==> config.mk <==
export PLATFORM = sky130hd
export DESIGN_NAME = mac_feeder
export DESIGN_NICKNAME = d
export VERILOG_FILES = /design/src/rtl/mac_feeder.sv
export SDC_FILE = /design/constraint.sdc
export NUM_CORES = 1
export LEC_CHECK = 0
export ABC_AREA = 0
export CORE_MARGIN = 2
export CORE_UTILIZATION = 50
export CTS_CLUSTER_SIZE = 10
export DETAILED_ROUTE_END_ITERATION = 8
export DONT_BUFFER_PORTS = 1
export PLACE_DENSITY_LB_ADDON = 0.08
export SLEW_MARGIN = 20
export SYNTH_ARGS = -nofsm -noshare
export SYNTH_HDL_FRONTEND = slang
export SYNTH_SLANG_ARGS = --single-unit
==> constraint.sdc <==
create_clock -name clk -period 3.9 [get_ports clk]
set_clock_uncertainty 0.2 [all_clocks]
set_input_delay 0.78 -clock clk [delete_from_list [all_inputs] [get_ports clk]]
set_output_delay 0.78 -clock clk [all_outputs]
set_load 0.005 [all_outputs]
==> src/rtl/mac_feeder.sv <==
// Streams (iact, wght) tap pairs from two small scratchpads to a MAC over a valid/ready link.
// Each window w presents taps k = 0..KERNEL_SIZE-1 as iact_spad[w+k] paired with wght_spad[k].
module mac_feeder #(
   parameter int unsigned DATA_BITWIDTH = 8,
   parameter int unsigned KERNEL_SIZE   = 9,
   parameter int unsigned IACT_DEPTH    = 16
) (
   input  logic                     clk,
   input  logic                     rstN,
   input  logic                     wr_en,
   input  logic                     wr_sel,
   input  logic [3:0]               wr_addr,
   input  logic [DATA_BITWIDTH-1:0] wr_data,
   input  logic                     start,
   input  logic [3:0]               n_windows,
   output logic [DATA_BITWIDTH-1:0] iact,
   output logic [DATA_BITWIDTH-1:0] wght,
   output logic                     out_valid,
   input  logic                     out_ready,
   output logic                     out_first,
   output logic                     out_last,
   output logic                     busy,
   output logic                     done,
   output logic                     err
);

   localparam int unsigned KW     = (KERNEL_SIZE > 1) ? $clog2(KERNEL_SIZE) : 1;
   localparam int unsigned AW     = (IACT_DEPTH > 1) ? $clog2(IACT_DEPTH) : 1;
   localparam int unsigned MaxWin = IACT_DEPTH - KERNEL_SIZE + 1;

   typedef enum logic [1:0] {StIdle, StStream, StFinish} state_e;

   state_e                   state_q, state_d;
   logic [DATA_BITWIDTH-1:0] iact_spad_q [IACT_DEPTH];
   logic [DATA_BITWIDTH-1:0] iact_spad_d [IACT_DEPTH];
   logic [DATA_BITWIDTH-1:0] wght_spad_q [KERNEL_SIZE];
   logic [DATA_BITWIDTH-1:0] wght_spad_d [KERNEL_SIZE];
   logic [KW-1:0]            k_q, k_d, k_nxt;
   logic [3:0]               w_q, w_d, w_nxt;
   logic [3:0]               nwin_q, nwin_d;
   logic [DATA_BITWIDTH-1:0] iact_q, iact_d, wght_q, wght_d;
   logic                     valid_q, valid_d, first_q, first_d, last_q, last_d;
   logic                     err_q, err_d;
   logic                     load;
   logic [AW-1:0]            idx;

   always_comb begin
      state_d     = state_q;
      iact_spad_d = iact_spad_q;
      wght_spad_d = wght_spad_q;
      k_d         = k_q;
      w_d         = w_q;
      nwin_d      = nwin_q;
      iact_d      = iact_q;
      wght_d      = wght_q;
      valid_d     = valid_q;
      first_d     = first_q;
      last_d      = last_q;
      err_d       = 1'b0;
      load        = 1'b0;
      k_nxt       = '0;
      w_nxt       = '0;
      idx         = '0;

      case (state_q)
         StIdle: begin
            if (wr_en) begin
               if (!wr_sel) begin
                  iact_spad_d[wr_addr[AW-1:0]] = wr_data;
               end else if (32'(wr_addr) < KERNEL_SIZE) begin
                  wght_spad_d[wr_addr[KW-1:0]] = wr_data;
               end
            end
            if (start) begin
               if ((n_windows != 4'd0) && (32'(n_windows) <= MaxWin)) begin
                  nwin_d  = n_windows;
                  state_d = StStream;
                  load    = 1'b1;
               end else begin
                  err_d = 1'b1;
               end
            end
         end
         StStream: begin
            if (valid_q && out_ready) begin
               if (last_q && ((w_q + 4'd1) == nwin_q)) begin
                  valid_d = 1'b0;
                  first_d = 1'b0;
                  last_d  = 1'b0;
                  state_d = StFinish;
               end else begin
                  load = 1'b1;
                  if (last_q) begin
                     w_nxt = w_q + 4'd1;
                  end else begin
                     k_nxt = k_q + KW'(1);
                     w_nxt = w_q;
                  end
               end
            end
         end
         StFinish: state_d = StIdle;
         default:  state_d = StIdle;
      endcase

      // Register the pair for (w_nxt, k_nxt) so the outputs stay flop-driven.
      if (load) begin
         idx     = AW'(w_nxt) + AW'(k_nxt);
         k_d     = k_nxt;
         w_d     = w_nxt;
         iact_d  = iact_spad_q[idx];
         wght_d  = wght_spad_q[k_nxt];
         first_d = (k_nxt == '0);
         last_d  = (32'(k_nxt) == KERNEL_SIZE - 1);
         valid_d = 1'b1;
      end
   end

   always_ff @(posedge clk or negedge rstN) begin
      if (!rstN) begin
         state_q     <= StIdle;
         iact_spad_q <= '{default: '0};
         wght_spad_q <= '{default: '0};
         k_q         <= '0;
         w_q         <= '0;
         nwin_q      <= '0;
         iact_q      <= '0;
         wght_q      <= '0;
         valid_q     <= 1'b0;
         first_q     <= 1'b0;
         last_q      <= 1'b0;
         err_q       <= 1'b0;
      end else begin
         state_q     <= state_d;
         iact_spad_q <= iact_spad_d;
         wght_spad_q <= wght_spad_d;
         k_q         <= k_d;
         w_q         <= w_d;
         nwin_q      <= nwin_d;
         iact_q      <= iact_d;
         wght_q      <= wght_d;
         valid_q     <= valid_d;
         first_q     <= first_d;
         last_q      <= last_d;
         err_q       <= err_d;
      end
   end

   assign iact      = iact_q;
   assign wght      = wght_q;
   assign out_valid = valid_q;
   assign out_first = first_q;
   assign out_last  = last_q;
   assign err       = err_q;
   assign busy      = (state_q != StIdle);
   assign done      = (state_q == StFinish);

endmodule

# [After elaboration in Yosys (flattened, before gate mapping)]
# Index checks and enable logic that the tools add are counted.
# W data, S select, Z words.
[classes] mux=37 bitwise_logic=4 eq_ne=8 n_lt_le_gt_ge=6 reduce_logical=16 add_sub_neg=3
[ops] cell="$bwmux W128" count=1
[ops] cell="$bwmux W72" count=1
[ops] cell="$bmux W8 S4" count=2
[ops] cell="$mux W8" count=5
[ops] cell="$demux W8 S4" count=1
[ops] cell="$mux W4" count=8
[ops] cell="$ge A5 B5 Y1 const B" count=3
[ops] cell="$not A4 Y5" count=3
[ops] cell="$mux W1" count=13
[ops] cell="$reduce_and A3 Y1" count=3
[ops] cell="$add A4 B1 Y4 const B" count=2
[ops] cell="$mux W2" count=4
[ops] cell="$ne A2 B2 Y1 const B" count=4
[ops] cell="$reduce_and A4 Y1" count=2
[ops] cell="$reduce_bool A2 Y1" count=4
[ops] cell="$lt A5 B1 Y1 const B" count=1
[ops] cell="$add A4 B4 Y4" count=1
[ops] cell="$eq A4 B4 Y1" count=1
[ops] cell="$eq A4 B4 Y1 const B" count=1
[ops] cell="$le A4 B4 Y1 const B" count=1
[ops] cell="$logic_and A1 B1 Y1" count=4
[ops] cell="$logic_not A4 Y1" count=1
[ops] cell="$lt A4 B4 Y1 const B" count=1
[ops] cell="$pmux W2 S2" count=1
[ops] cell="other kinds (6)" count=6
[totals] out_inout_bits=22 register_bits=234 word_cells=109 inputBits=22

# [Depth between registers and ports, before layout]
[depth] word_depth=11 depth_mapped=14 depth_no_buf=12

# [Worst setup path after synthesis]
# OpenSTA, ideal clock, no wires.
[synth_path] path_type="input to register" from="input out_ready" to="register iact_q[6] (netlist: iact[6])" t_required_ps=3564 path_stages=12 slack_ps=-134 t_arrival_ps=3698 setup_time_ps=136 cell_sequence="nand4b_2 > or2_0 > buf_2 > clkbuf_1 > nor2_1 > ha_1 > fa_1 > clkbuf_1 > clkbuf_1 > mux4_2 > a211oi_1 > a211oi_2"
[synth_via] elab_chain_cells=8 elab_cells_between_ends=12 classes_between="1 x add/sub; 9 x mux; 1 x bitwise; 1 x reduce/logical"
[synth_rtl] element="from (decl)" line_no="19" rtl="input logic out_ready,"
[synth_rtl] element="$logic_and A1 B1 Y1" line_no="85" rtl="if (valid_q && out_ready) begin"
[synth_rtl] element="$mux W4" line_no="85"
[synth_rtl] element="$mux W4" line_no="65" rtl="case (state_q)"
[synth_rtl] element="net k_nxt[0]" line_no="38" rtl="logic [KW-1:0] k_q, k_d, k_nxt;"
[synth_rtl] element="$add A4 B4 Y4" line_no="108" rtl="idx = AW'(w_nxt) + AW'(k_nxt);"
[synth_rtl] element="$not A4 Y5 (not written as such)" line_no="111" rtl="iact_d = iact_spad_q[idx];"
[synth_rtl] element="$bmux W8 S4" line_no="111"
[synth_rtl] element="$mux W8 (not written as such) (2 in series)" line_no="111"
[synth_rtl] element="to (signal assigned)" line_no="140" rtl="iact_q <= iact_d;"
[synth_rtl] element="to (decl)" line_no="41" rtl="logic [DATA_BITWIDTH-1:0] iact_q, iact_d, wght_q, wght_d;"
# The timed path passes the listed nets, and every way through them passes these cells. The select of a mux whose other input is x is not followed.
# A chain may end at the register's enable or synchronous reset.

# [Final worst setup path]
[layout_path] from="register w_q[1]" to="register iact_q[6] (netlist: iact[6])"
[layout_via] elab_chain_cells=11 elab_cells_between_ends=18 classes_between="2 x add/sub; 1 x eq/ne; 13 x mux; 1 x bitwise; 1 x reduce/logical"
[layout_rtl] element="from (decl)" line_no="39" rtl="logic [3:0] w_q, w_d, w_nxt;"
[layout_rtl] element="from (signal assigned)" line_no="138" rtl="w_q <= w_d;"
[layout_rtl] element="$add A4 B1 Y4" line_no="86" rtl="if (last_q && ((w_q + 4'd1) == nwin_q)) begin"
[layout_rtl] element="$eq A4 B4 Y1" line_no="86"
[layout_rtl] element="$logic_and A1 B1 Y1" line_no="86"
[layout_rtl] element="$mux W4" line_no="86"
[layout_rtl] element="$mux W4" line_no="85"
[layout_rtl] element="$mux W4" line_no="65"
[layout_rtl] element="net w_nxt[0]" line_no="39"
[layout_rtl] element="$add A4 B4 Y4" line_no="108"
[layout_rtl] element="$not A4 Y5 (not written as such)" line_no="111"
[layout_rtl] element="$bmux W8 S4" line_no="111"
[layout_rtl] element="$mux W8 (not written as such) (2 in series)" line_no="111"
# The timed path passes the listed nets, and every way through them passes these cells. The select of a mux whose other input is x is not followed.

==> results.md <==
* Setup TNS at 0 ps
* Worst vdd ir at 345.8 uV
* Drt total wl at 25560 um
* R2R depth at 12
* RSZ-0062 raised after global routing: false
* First-pass GRT wire length at 39800 um
* CTS tree: built
* Met3 usage at 3.743%
* Fin. max-slew vios at 0
* Detailed placement HPWL at 16820 um
* Num ports at 44
* Clock slew at reported path FFs at 60 ps
* CTS sink cnt at 234
* Final Power at 6.726 mW
* Top FF cell, synth: dfrtp_1
* DIE WIDTH at 151.5 um
* Fin crit period at 3670 ps
* Routed Antenna Nets at 0
* Hold slack at -252.2 ps
* Synthesized area at 0.01088 mm^2
* GR Overflow Total at 0
* # rows at 53
* FF-to-FF Start: w_q[1]
* Post-CTS Setup Inserts at 0
* CTS Buf Count at 27
* Syn Inst Count at 776
* Met2 Usage GRT at 38.60%
* Clock tree buffer depth at 3
* Post-synth cell types at 56
* #FFs+latches synth at 234
* Async SR Flop Fraction at 100.0%
* DRC Markers at 0
* Failing checks: hold timing
* Critical Path Start: w_q[1]
* Die area at 0.02296 mm^2
* Setup CP Type: flip-flop to flip-flop
* Fin crit share at 94.11%
* Max_slew headroom at 33.35%
* Req. time, crit path at 4100 ps
* Die height at 151.5 um
* Finish-stage setup viols at 0
* Synth Warn # at 0
* PortBufs at 0
* Number of global-route vias before repair at 6804
* Initial core utilization at 51.29%
* Area delta synth->final at 10.02%
* Initial antenna violation count at 0
* PwrDens at 561.7 mW/mm^2
* Placed cell areas at 0.01125 mm^2
* Nets at 808
* CP Capture Type: flip-flop
* CTS root buffer: clkbuf_16
* Layout cells sized above 1 at 40.18%
* Final hold vios at 234
* Gpl congestion at 0.7696
* Met1 Track Usage GR at 31.75%
* 1st-iter DRT viols at 383
* Routed vias/inst at 6.147
* Synthesized area per cell at 14.03 um^2
* Total leakage power at 5.671 nW
* Fill count at 1723
* Max-cap violations at 0
* Total core area at 0.02122 mm^2
* Final Cell Area at 0.01198 mm^2
* Hold crit path type: input pin to async pin
* Busiest grt layer: met2
* Critical path arrival at 3870 ps
* Placement Setup Slack at 140.1 ps
* Worst setup margin at 229.7 ps
* Largest net degree at the start of global routing at 235
* DR pass1 iterations at 4
* Status: finished with violations
* Worst-Skew Late Latency at 530 ps
* Wirelength per Cell at 24.14 um
* Final core utilization at 56.43%
* Number of enable flip-flop cells after synthesis at 0
* Post-Syn Nets at 804
* CTS H-tree lvls at 1
* Overall routing resource usage at 23.00%
* CP Launch Type: flip-flop
* Fmax at 272.5 MHz
* Final antenna diode count at 0
* Sequential share of the synthesized area at 53.80%
* Measured slew at the worst slew-check pin at 999.0 ps
* Highest fanout seen on the critical path at 26
* Routed via count at 6510
[metrics by stage]
step	instances	hold WS [ps]
after floorplan	776	233.9
after global placement	1026	258.7
after detailed placement	1026	263.2
after CTS	1059	-260.8
after global routing	1059	-276.6
final	1059	-252.2
[critical path, cell delays in order (launching register included)]
cell	delay, ps
dfrtp_1	410
ha_1	240
xnor2_1	250
xnor2_1	150
o31ai_2	300
nor2_1	100
ha_2	190
fa_1	540
buf_12	230
mux4_2	330
nor2b_1	140
a211oi_1	330
a211oi_2	120
[synth_stat cells, types with 8 or more instances]
cell,instances,area [um^2]
dfrtp_1,234,5856
mux2_2,211,2376
nand2_1,35,131.4
clkbuf_1,34,127.6
mux4_2,34,765.7
nor2_1,25,93.84
mux2i_1,20,200.2
o21ai_1,16,80.08
nor2b_1,13,81.33
a21oi_1,11,55.05
o21ai_0,10,50.05
buf_2,9,45.04
nand3_1,9,45.04
a22oi_1,8,60.06
xnor2_1,8,70.07
[cells by family (layout without fill, tap and decap cells)]
logic type      count (synthesis)  after routing  synth area share (%)
compound gates                 96             96                 6.530
xor+xnor                       15             15                 1.276
fa+ha+maj                       6              6                0.7587
buf+inv                        54             62                 2.104
flops                         234            234                 53.80
mux                           266            266                 30.81
simple gates                  105            105                 4.725
[registers in the layout, summed over array words and instances (netlist names)]
name / cells
iact: 8
state_q: 2
out_first: 1
out_last: 1
wght_spad_q: 72
iact_spad_q: 128
nwin_q: 4
w_q: 4
err: 1
k_q: 4
wght: 8
out_valid: 1
[worst paths after layout]
| kind | endpoint | slack, ps |
|---|---|---|
| max | iact[6] | 230 |
| min | wght_spad_q[23] | -250 |
| max reg2reg | iact[6] | 230 |
| min reg2reg | state_q[0] | 270 |
| max in group asynchronous | iact_spad_q[7] | 3230 |
| min in group clk | nwin_q[3] | 150 |
[routing by layer]
metal / up-vias / share of wire [%]
met5: - / 0
met4: 0 / 2.5
met3: 41 / 5.0
met2: 153 / 49
met1: 3448 / 44
li1: 2868 / -
[power breakdown]
group	leakage, nW	internal (mW)	total (mW)	switching, mW
Sequential	3.21	2.65	2.85	0.203
Combinational	2.12	0.782	1.73	0.952
Clock	0.349	1.25	2.14	0.892
[cell usage in the layout, fill, tap and decap left out, types with 10 or more instances in the layout]
cell and count:
dfrtp_1 234, mux2_2 211, nand2_1 35, mux4_2 34, clkbuf_16 27, nor2_1 25
mux2i_1 20, buf_4 19, o21ai_1 16, nor2b_1 13, a21oi_1 11, o21ai_0 10
[layout make-up]
class	instances	area, um^2	area share [%]
Timing Repair Buffer	23	222.7	1.860
Multi-Input combinational cell	488	4817	40.23
Clock inverter	1	8.758	0.07314
Sequential cell	234	5856	48.90
Tap cell	275	344.1	2.873
Clock buffer	32	704.4	5.882
Inverter	6	22.52	0.1881
[repair_timing]
item | 4_1_cts | 5_1_grt
endpoints found under the setup margin | 0 | 7
endpoints found under the hold margin | 234 | 234
gates resized for setup | 0 | 2
No activity file was read; power rests on OpenSTA's default activity.
